--- src/rtl/pmod_led_pkg.sv ---
// Shared types and constants for the PMOD LED scheduler.
package pmod_led_pkg;

    typedef enum logic {
        IDLE,
        OWN
    } state_t;

    localparam int LED_W           = 8;
    localparam int DUTY_W          = 8;
    localparam int HOLD_CYCLES_DEF = 1000000;

endpackage

--- src/rtl/pmod_led_scheduler_if.sv ---
// Requester-side bundle of the PMOD LED scheduler: requests and patterns in, grant and LEDs out.
interface pmod_led_scheduler_if
    import pmod_led_pkg::*;
#(
    parameter int NREQ = 4
);
    logic [NREQ-1:0]       req;
    logic [NREQ*LED_W-1:0] pattern;
    logic [DUTY_W-1:0]     pwm_duty;
    logic [NREQ-1:0]       grant;
    logic                  busy;
    logic [LED_W-1:0]      leds;

    modport master (
        output req, pattern, pwm_duty,
        input  grant, busy, leds
    );

    modport slave (
        input  req, pattern, pwm_duty,
        output grant, busy, leds
    );
endinterface

--- src/rtl/pmod_led_rr_arb.sv ---
// Combinational round-robin search: first requester after ptr (wrapping), optionally skipping ptr itself.
module pmod_led_rr_arb #(
    parameter int NREQ  = 4,
    parameter int IDX_W = 2
) (
    input  logic [NREQ-1:0]  req,
    input  logic [IDX_W-1:0] ptr,
    input  logic             excl_ptr,
    output logic             found,
    output logic [NREQ-1:0]  win_onehot,
    output logic [IDX_W-1:0] win_idx
);
    localparam int unsigned N = NREQ;

    always_comb begin
        logic [IDX_W-1:0] cand;
        found      = 1'b0;
        win_idx    = '0;
        win_onehot = '0;
        cand       = '0;
        // ptr itself is the last candidate visited, so it only wins when nobody else asks
        for (int unsigned i = 1; i <= N; i++) begin
            cand = IDX_W'((32'(ptr) + i) % N);
            if (!found && req[cand] && !(excl_ptr && cand == ptr)) begin
                found   = 1'b1;
                win_idx = cand;
            end
        end
        if (found) win_onehot[win_idx] = 1'b1;
    end
endmodule

--- src/rtl/pmod_led_scheduler.sv ---
// Round-robin owner of the 8-LED PMOD with minimum hold time; optional global
// PWM dimming on the output when PMOD_LED_PWM_EN is defined.
module pmod_led_scheduler
    import pmod_led_pkg::*;
#(
    parameter int NREQ        = 4,
    parameter int HOLD_CYCLES = HOLD_CYCLES_DEF,
    parameter int HOLD_W      = 24
) (
    input  logic                 clk,
    input  logic                 rst,
    pmod_led_scheduler_if.slave  bus
);
    localparam int                IDX_W     = $clog2(NREQ);
    localparam logic [HOLD_W-1:0] HOLD_LOAD = HOLD_W'(HOLD_CYCLES - 1);
    localparam logic [IDX_W-1:0]  PTR_RST   = IDX_W'(NREQ - 1);

    state_t            state;
    logic [IDX_W-1:0]  ptr;
    logic [HOLD_W-1:0] hold_cnt;
    logic [NREQ-1:0]   grant_q;
    logic              busy_q;
    logic [LED_W-1:0]  owner_leds;

    logic              found;
    logic [NREQ-1:0]   win_onehot;
    logic [IDX_W-1:0]  win_idx;

    pmod_led_rr_arb #(
        .NREQ  (NREQ),
        .IDX_W (IDX_W)
    ) u_arb (
        .req        (bus.req),
        .ptr        (ptr),
        .excl_ptr   (state == OWN),
        .found      (found),
        .win_onehot (win_onehot),
        .win_idx    (win_idx)
    );

    always_ff @(posedge clk or negedge rst) begin
        if (!rst) begin
            state      <= IDLE;
            ptr        <= PTR_RST;
            hold_cnt   <= '0;
            grant_q    <= '0;
            busy_q     <= 1'b0;
            owner_leds <= '0;
        end else begin
            case (state)
                IDLE: begin
                    owner_leds <= '0;
                    if (found) begin
                        state    <= OWN;
                        grant_q  <= win_onehot;
                        busy_q   <= 1'b1;
                        ptr      <= win_idx;
                        hold_cnt <= HOLD_LOAD;
                    end
                end
                OWN: begin
                    // Release and expired-hold preemption share one path; blanking the
                    // LEDs on the grant edge keeps the old pattern off the new grant.
                    if (!bus.req[ptr] || (hold_cnt == '0 && found)) begin
                        owner_leds <= '0;
                        if (found) begin
                            grant_q  <= win_onehot;
                            ptr      <= win_idx;
                            hold_cnt <= HOLD_LOAD;
                        end else begin
                            state   <= IDLE;
                            grant_q <= '0;
                            busy_q  <= 1'b0;
                        end
                    end else begin
                        owner_leds <= bus.pattern[int'(ptr)*LED_W +: LED_W];
                        if (hold_cnt != '0) hold_cnt <= hold_cnt - HOLD_W'(1);
                    end
                end
                default: state <= IDLE;
            endcase
        end
    end

    assign bus.grant = grant_q;
    assign bus.busy  = busy_q;

`ifdef PMOD_LED_PWM_EN
    logic [DUTY_W-1:0] pwm_cnt;
    logic [DUTY_W-1:0] duty_q;

    // Duty is only taken at the period wrap so a change never truncates a period.
    always_ff @(posedge clk or negedge rst) begin
        if (!rst) begin
            pwm_cnt <= '0;
            duty_q  <= '0;
        end else begin
            pwm_cnt <= pwm_cnt + DUTY_W'(1);
            if (pwm_cnt == '1) duty_q <= bus.pwm_duty;
        end
    end

    assign bus.leds = owner_leds & {LED_W{pwm_cnt < duty_q}};
`else
    assign bus.leds = owner_leds;
`endif

endmodule
--- src/flat_wrapper.sv ---
// flat-port wrapper written by rule: the top's interface ports become plain ports
module pmod_led_scheduler_flat import pmod_led_pkg::*;
#(
    parameter int NREQ        = 4,
    parameter int HOLD_CYCLES = HOLD_CYCLES_DEF,
    parameter int HOLD_W      = 24
)
  (clk, rst, bus_req, bus_pattern, bus_pwm_duty, bus_grant, bus_busy, bus_leds);
  pmod_led_scheduler_if #(.NREQ(NREQ)) bus_i ();
  input  logic clk;
  input  logic rst;
  input wire logic [$bits(bus_i.req)-1:0] bus_req;
  input wire logic [$bits(bus_i.pattern)-1:0] bus_pattern;
  input wire logic [$bits(bus_i.pwm_duty)-1:0] bus_pwm_duty;
  output wire logic [$bits(bus_i.grant)-1:0] bus_grant;
  output wire logic [$bits(bus_i.busy)-1:0] bus_busy;
  output wire logic [$bits(bus_i.leds)-1:0] bus_leds;
  assign bus_i.req = bus_req;
  assign bus_i.pattern = bus_pattern;
  assign bus_i.pwm_duty = bus_pwm_duty;
  assign bus_grant = bus_i.grant;
  assign bus_busy = bus_i.busy;
  assign bus_leds = bus_i.leds;
  pmod_led_scheduler #(.NREQ(NREQ), .HOLD_CYCLES(HOLD_CYCLES), .HOLD_W(HOLD_W)) u_core (.clk(clk), .rst(rst), .bus(bus_i));
endmodule
--- config.mk ---
export PLATFORM = sky130hd
export DESIGN_NAME = pmod_led_scheduler_flat
export DESIGN_NICKNAME = d
export VERILOG_FILES = /design/src/rtl/pmod_led_pkg.sv /design/src/rtl/pmod_led_scheduler_if.sv /design/src/rtl/pmod_led_rr_arb.sv /design/src/rtl/pmod_led_scheduler.sv /design/src/flat_wrapper.sv
export SDC_FILE = /design/constraint.sdc
export NUM_CORES = 1
export LEC_CHECK = 0
export CAP_MARGIN = 0
export CORE_MARGIN = 2
export CORE_UTILIZATION = 35
export CTS_CLUSTER_SIZE = 28
export DETAILED_ROUTE_END_ITERATION = 10
export SLEW_MARGIN = 10
export SYNTH_ARGS = -nofsm -noshare
export SYNTH_HDL_FRONTEND = slang
export SYNTH_HIERARCHICAL = 1
export SYNTH_SLANG_ARGS = --single-unit
--- constraint.sdc ---
create_clock -name clk -period 7.3 [get_ports clk]
set_clock_uncertainty 0.1 [all_clocks]
set_input_delay 1.46 -clock clk [delete_from_list [all_inputs] [get_ports clk]]
set_output_delay 1.46 -clock clk [all_outputs]
set_load 0.03 [all_outputs]
-- Word-level counts from Yosys, hierarchy flattened
Cells that the tools add are included.
- $add $sub $neg: 5
- $lt $le $gt $ge: 7
- equal/unequal tests: 8
- shifts and indexed selects: 1
- multiplexer cells: 40
- bitwise operators: 1
- reduce and logical (&&, ||, !) cells: 26
- operators with widths (operator ; count):
    two-way mux 24 bit ; 3
    case mux 24 bit (2 select lines) ; 1
    indexed part select 32 x 6 -> 8 bit ; 1
    zero test 24 bit ; 1
    nonzero test 24 bit ; 1
    subtractor 24 x 1 -> 24 bit, second input constant ; 1
    < comparator 2 x 3 -> 1 bit, second input constant ; 6
    case mux 8 bit (2 select lines) ; 1
    two-way mux 1 bit ; 15
    logical AND 1 bit ; 13
    two-way mux 2 bit ; 6
    two-way mux 4 bit ; 3
    binary-select mux 1 bit (select 2 bit) ; 5
    == test 2 bit ; 4
    zero test 1 bit ; 8
    two-way mux 8 bit ; 1
    case mux 4 bit (2 select lines) ; 1
    adder 2 x 1 -> 2 bit, second input constant ; 2
    adder 2 bit, second input constant ; 2
    inequality test 2 bit, second input constant ; 2
    case mux 1 bit (2 select lines) ; 2
    case mux 2 bit (2 select lines) ; 1
    inequality test 3 bit, second input constant ; 1
    AND reduction 3 bit ; 1
    6 further kinds ; 6
- register bits: 40
- word-level logic and storage cells: 94

-- Logic depth before layout (Yosys ltp)
- depth after elaboration: 25
- gate-level depth with buffers: 11
- depth with buffers taken out: 9

-- Modules after synthesis
The synthesis kept the hierarchy.
- by module, submodules not included (module ; times used ; cells an instance ; area each (um2) ; sequential area each (um2)):
    pmod_led_scheduler ; 1 ; 224 ; 2339.7 ; 1003.5
    pmod_led_rr_arb ; 1 ; 34 ; 251.5 ; 0.0

-- Least setup slack after synthesis
Ideal clock, no wire load.
- kind: input to register
- start point: input bus_req[2]
- end point: register u_core.hold_cnt[3]
- data arrival time: 2949 ps
- data required time: 7078 ps
- path slack: 4129 ps
- cell stages on the path: 10
- cells stage by stage: mux2i_1 -> nand4b_1 -> a21oi_1 -> nand2_1 -> nor3b_1 -> and4_1 -> a21oi_1 -> clkbuf_1 -> o21ai_1 -> a21oi_1
- word-level cells in the longest chain between the ends: 20
- elaborated cells between the ends (all ways): 31
- classes of those cells: eq/ne: 1; mux: 17; reduce/logical: 13
- ends and longest elaborated chain (element ; RTL line ; RTL):
    from (decl) ; flat_wrapper.sv:12 ; input wire logic [$bits(bus_i.req)-1:0] bus_req;
    binary-select mux 1 bit (select 2 bit) ; pmod_led_rr_arb.sv:24 ; if (!found && req[cand] && !(excl_ptr && cand == ptr)) begin
    two-way mux 1 bit (implied by the code) ; pmod_led_rr_arb.sv:24 ;
    logical AND 1 bit ; pmod_led_rr_arb.sv:24 ;
    two-way mux 1 bit ; pmod_led_rr_arb.sv:24 ;
    zero test 1 bit ; pmod_led_rr_arb.sv:24 ;
    logical AND 1 bit (2 in series) ; pmod_led_rr_arb.sv:24 ;
    two-way mux 1 bit ; pmod_led_rr_arb.sv:24 ;
    zero test 1 bit ; pmod_led_rr_arb.sv:24 ;
    [3 not listed] ; -- ;
    zero test 1 bit ; pmod_led_rr_arb.sv:24 ;
    logical AND 1 bit (2 in series) ; pmod_led_rr_arb.sv:24 ;
    two-way mux 1 bit (*) ; pmod_led_rr_arb.sv:24 ;
    via u_core.found ; pmod_led_scheduler.sv:25 ; logic found;
    logical AND 1 bit ; pmod_led_scheduler.sv:64 ; if (!bus.req[ptr] || (hold_cnt == '0 && found)) begin
    logical OR 1 bit ; pmod_led_scheduler.sv:64 ;
    two-way mux 24 bit ; pmod_led_scheduler.sv:64 ;
    case mux 24 bit (2 select lines) ; pmod_led_scheduler.sv:50 ; case (state)
    to (signal assigned) ; pmod_led_scheduler.sv:77 ; if (hold_cnt != '0) hold_cnt <= hold_cnt - HOLD_W'(1);
    to (decl) ; pmod_led_scheduler.sv:20 ; logic [HOLD_W-1:0] hold_cnt;
Mark *: on every way through the listed nets, which the timed path passes. The rest lies on a longest branch. The select of a mux whose other input is x is not followed.
A chain may end at the register's enable or synchronous reset.

-- Worst setup path in the final report
- start point: input bus_req[2]
- end point: register u_core.hold_cnt[11]
Same word-level chain as after synthesis.

==> flow_metrics.tcl <==
set metrics [dict create \
    netlist_area_um2 2590 \
    wl_per_cell_um 15.4 \
    buffer_ports.inserted 50 \
    vdd_ir_drop_max_mv 0.171 \
    fmax_ghz 0.226 \
    cts_resized 0 \
    clock_latency_ns 0.29 \
    ys_seq_elements 40 \
    critPathArrivalTime_ns 4.52 \
    path_class "in2reg" \
    final_hold_viol_count 0 \
    drt_iter0_markers 137 \
    cts_buffers 5 \
    crit_required_ns 7.39 \
    nFillCells 727 \
    rsz0062_at_grt "false" \
    maxSlewHeadroom 0.367 \
    cts_root_buf "clkbuf_8" \
    crit_slowest_cell "a21oi_1" \
    io_pins 59 \
    setup_viol 0 \
    synth_warnings 6 \
    die_w_um 90.0 \
    dieArea_um2 8110 \
    ys.flop_type "dfrtp_1" \
    syn_to_final_growth_pct 22.9 \
    initial_core_util 0.359 \
    status "completed" \
    min_path_type "reg2reg" \
    cts_setup_buffers 0 \
    core_region_area_um2 7210 \
    synth_cell_types 62 \
    combPwrFrac 0.494 \
    synth_area_per_cell_um2 10.0 \
    crit_chain "clkdlybuf4s50_1 -> mux2i_1 -> or3_4 -> nand2_1 -> nor3b_1 -> and4_1 -> a21oi_1 -> o21ai_0 -> a22o_1" \
    gr-usage-all-layers 0.155 \
    pwr-share-seq 0.357 \
    tightest_slew_ns 0.950 \
    crit_path_start_kind "primary input" \
    p_clk_frac 0.149 \
    netSwitchingFraction 0.419 \
    antenna_cells 0 \
    p_switching_uw 406 \
    drc 0 \
    synth_edf_count 0 \
    clock-sinks 40 \
    nNetsFinal 349 \
    grt_pass1_vias 2133 \
    syn_inst 258 \
    drive_gt1_frac 0.119 \
    mostFrequentLayoutCell "clkdlybuf4s50_1" \
    slew_violations 0 \
    grt_overflow_total 0 \
    post-place-ws_ns 2.61 \
    grt_first_pass_wirelength_um 10300 \
    tns_ns 0 \
    intPower_uw 563 \
    cts.htree.levels 2 \
    clock_path_buffers 2 \
    antenna_found_initial 0 \
    grt_max_degree 41 \
    cellPowerDensity_nw_per_um2 304 \
    fin_crit_sh 0.607 \
    die_h_um 90.0 \
    cap_violations 0 \
    rows 31 \
    clk_pin_slew_worst_paths_ns 0.08 \
    async_flop_share 1.00 \
    cp-end-kind "flop" \
    power.leakage_uw 0.00120 \
    setup_ws_ns 2.87 \
    postRouteAntennaNets 0 \
    fin_crit_ns 4.43 \
    viasPerCell 5.60 \
    hold_buffers 0 \
    max_stage_delay_ns 0.76 \
    cp_max_fo 15 \
    vias 2245 \
    synth_seq_area_share 0.387 \
    layout_common_cells "49 x clkdlybuf4s50_1, 38 x dfrtp_1, 18 x nand2_1" \
    wl_um 6170 \
    drt_first_pass_iters 4 \
    hpwl_um 4270 \
    place_congestion 0.757 \
    synth_nets 306 \
    cts_tree "built" \
]
==> synth_stat cells, drive strengths merged (3+ instances only) <==
cell	count	area share
dfrtp	38	0.37
nor2b	10	0.024
nand3	12	0.023
a31oi	10	0.024
inv	13	0.019
nor2	12	0.017
buf	10	0.035
o31ai	9	0.034
nor3	15	0.031
nor4	5	0.023
or3	4	0.012
or4	4	0.016
nand2	19	0.028
mux2i	4	0.015
clkbuf	4	0.0063
o21ai	16	0.035
mux4	9	0.078
a41oi	3	0.010
a21oi	14	0.028
nor3b	4	0.012
a32oi	4	0.014
==> stage by stage <==
step,power [µW],instances,hold WS [ns],util,instance area [µm²]
6_report,969,401,0.396,0.441,3180
5_1_grt,1040,401,0.439,0.441,3180
4_1_cts,981,401,0.401,0.441,3180
3_5_place_dp,832,393,0.390,0.430,3100
3_3_place_gp,828,393,0.373,0.430,3100
2_1_floorplan,728,258,0.354,-,2590
==> cell families after synthesis <==
group | count (synthesis) | share of synthesized area
buffers and inverters | 27 | 0.0599
AO/OA/AOI/OAI | 76 | 0.214
AND/OR/NAND/NOR | 98 | 0.226
adder cells (fa/ha/maj) | 2 | 0.00966
flip-flops | 40 | 0.387
multiplexers | 15 | 0.102
==> critical path, delay by kind of cell <==
| family | cells | cell delay (ns) |
|---|---|---|
| AO/OA/AOI/OAI | 3 | 1.24 |
| AND/OR/NAND/NOR | 4 | 1.08 |
| buffers and inverters | 1 | 0.62 |
| multiplexers | 1 | 0.12 |
==> path summary, 6_finish.rpt <==
kind | startpoint | end | slack (ns) | depth (start not counted)
setup / recovery | bus_req[2] | u_core/hold_cnt[11]$_DFFE_PN0P_ | 2.87 | 9
hold reg to reg | u_core/hold_cnt[22]$_DFFE_PN0P_ | u_core/hold_cnt[22]$_DFFE_PN0P_ | 0.40 | 1
setup reg to reg | u_core/ptr[0]$_DFFE_PN1P_ | u_core/hold_cnt[11]$_DFFE_PN0P_ | 3.76 | 8
min in group asynchronous | rst | u_core/hold_cnt[11]$_DFFE_PN0P_ | 1.21 | 1
max in group asynchronous | rst | u_core/bus.grant[1]$_DFFE_PN0P_ | 5.32 | 1
hold / removal | u_core/hold_cnt[22]$_DFFE_PN0P_ | u_core/hold_cnt[22]$_DFFE_PN0P_ | 0.40 | 1
==> layout make-up <==
class                   instances  area, µm²  area share
flip-flops and latches         40       1000       0.315
clock buffers                   8       80.1      0.0251
repair buffers                 50        495       0.156
multi-input cells             191       1430       0.450
inverters                      13       48.8      0.0153
well taps                      99        124      0.0389
==> state kept, by name, summed over array words and instances, names as in the netlist <==
signal / flops
u_core/state: 1
u_core/hold_cnt: 24
u_core/ptr: 2
u_core/bus.grant: 4
u_core/bus.busy: 1
u_core/bus.leds: 8
==> metal layers <==
| layer | share of wire | up-vias | GRT usage |
|---|---|---|---|
| met5 | 0 | - | 0 |
| met4 | 0.0068 | 0 | 0.0423 |
| met3 | 0.037 | 2 | 0.0377 |
| met2 | 0.48 | 55 | 0.249 |
| met1 | 0.48 | 1109 | 0.209 |
| li1 | - | 1079 | - |
==> power groups by stage <==
stage / logic, µW / registers, µW / clock network (µW)
2_1_floorplan: 366 / 362 / 0
3_3_place_gp: 476 / 351 / 0
3_5_place_dp: 481 / 352 / 0
4_1_cts: 483 / 348 / 151
5_1_grt: 523 / 358 / 160
6_report: 479 / 346 / 145
Power figures use the tool's default switching activity.
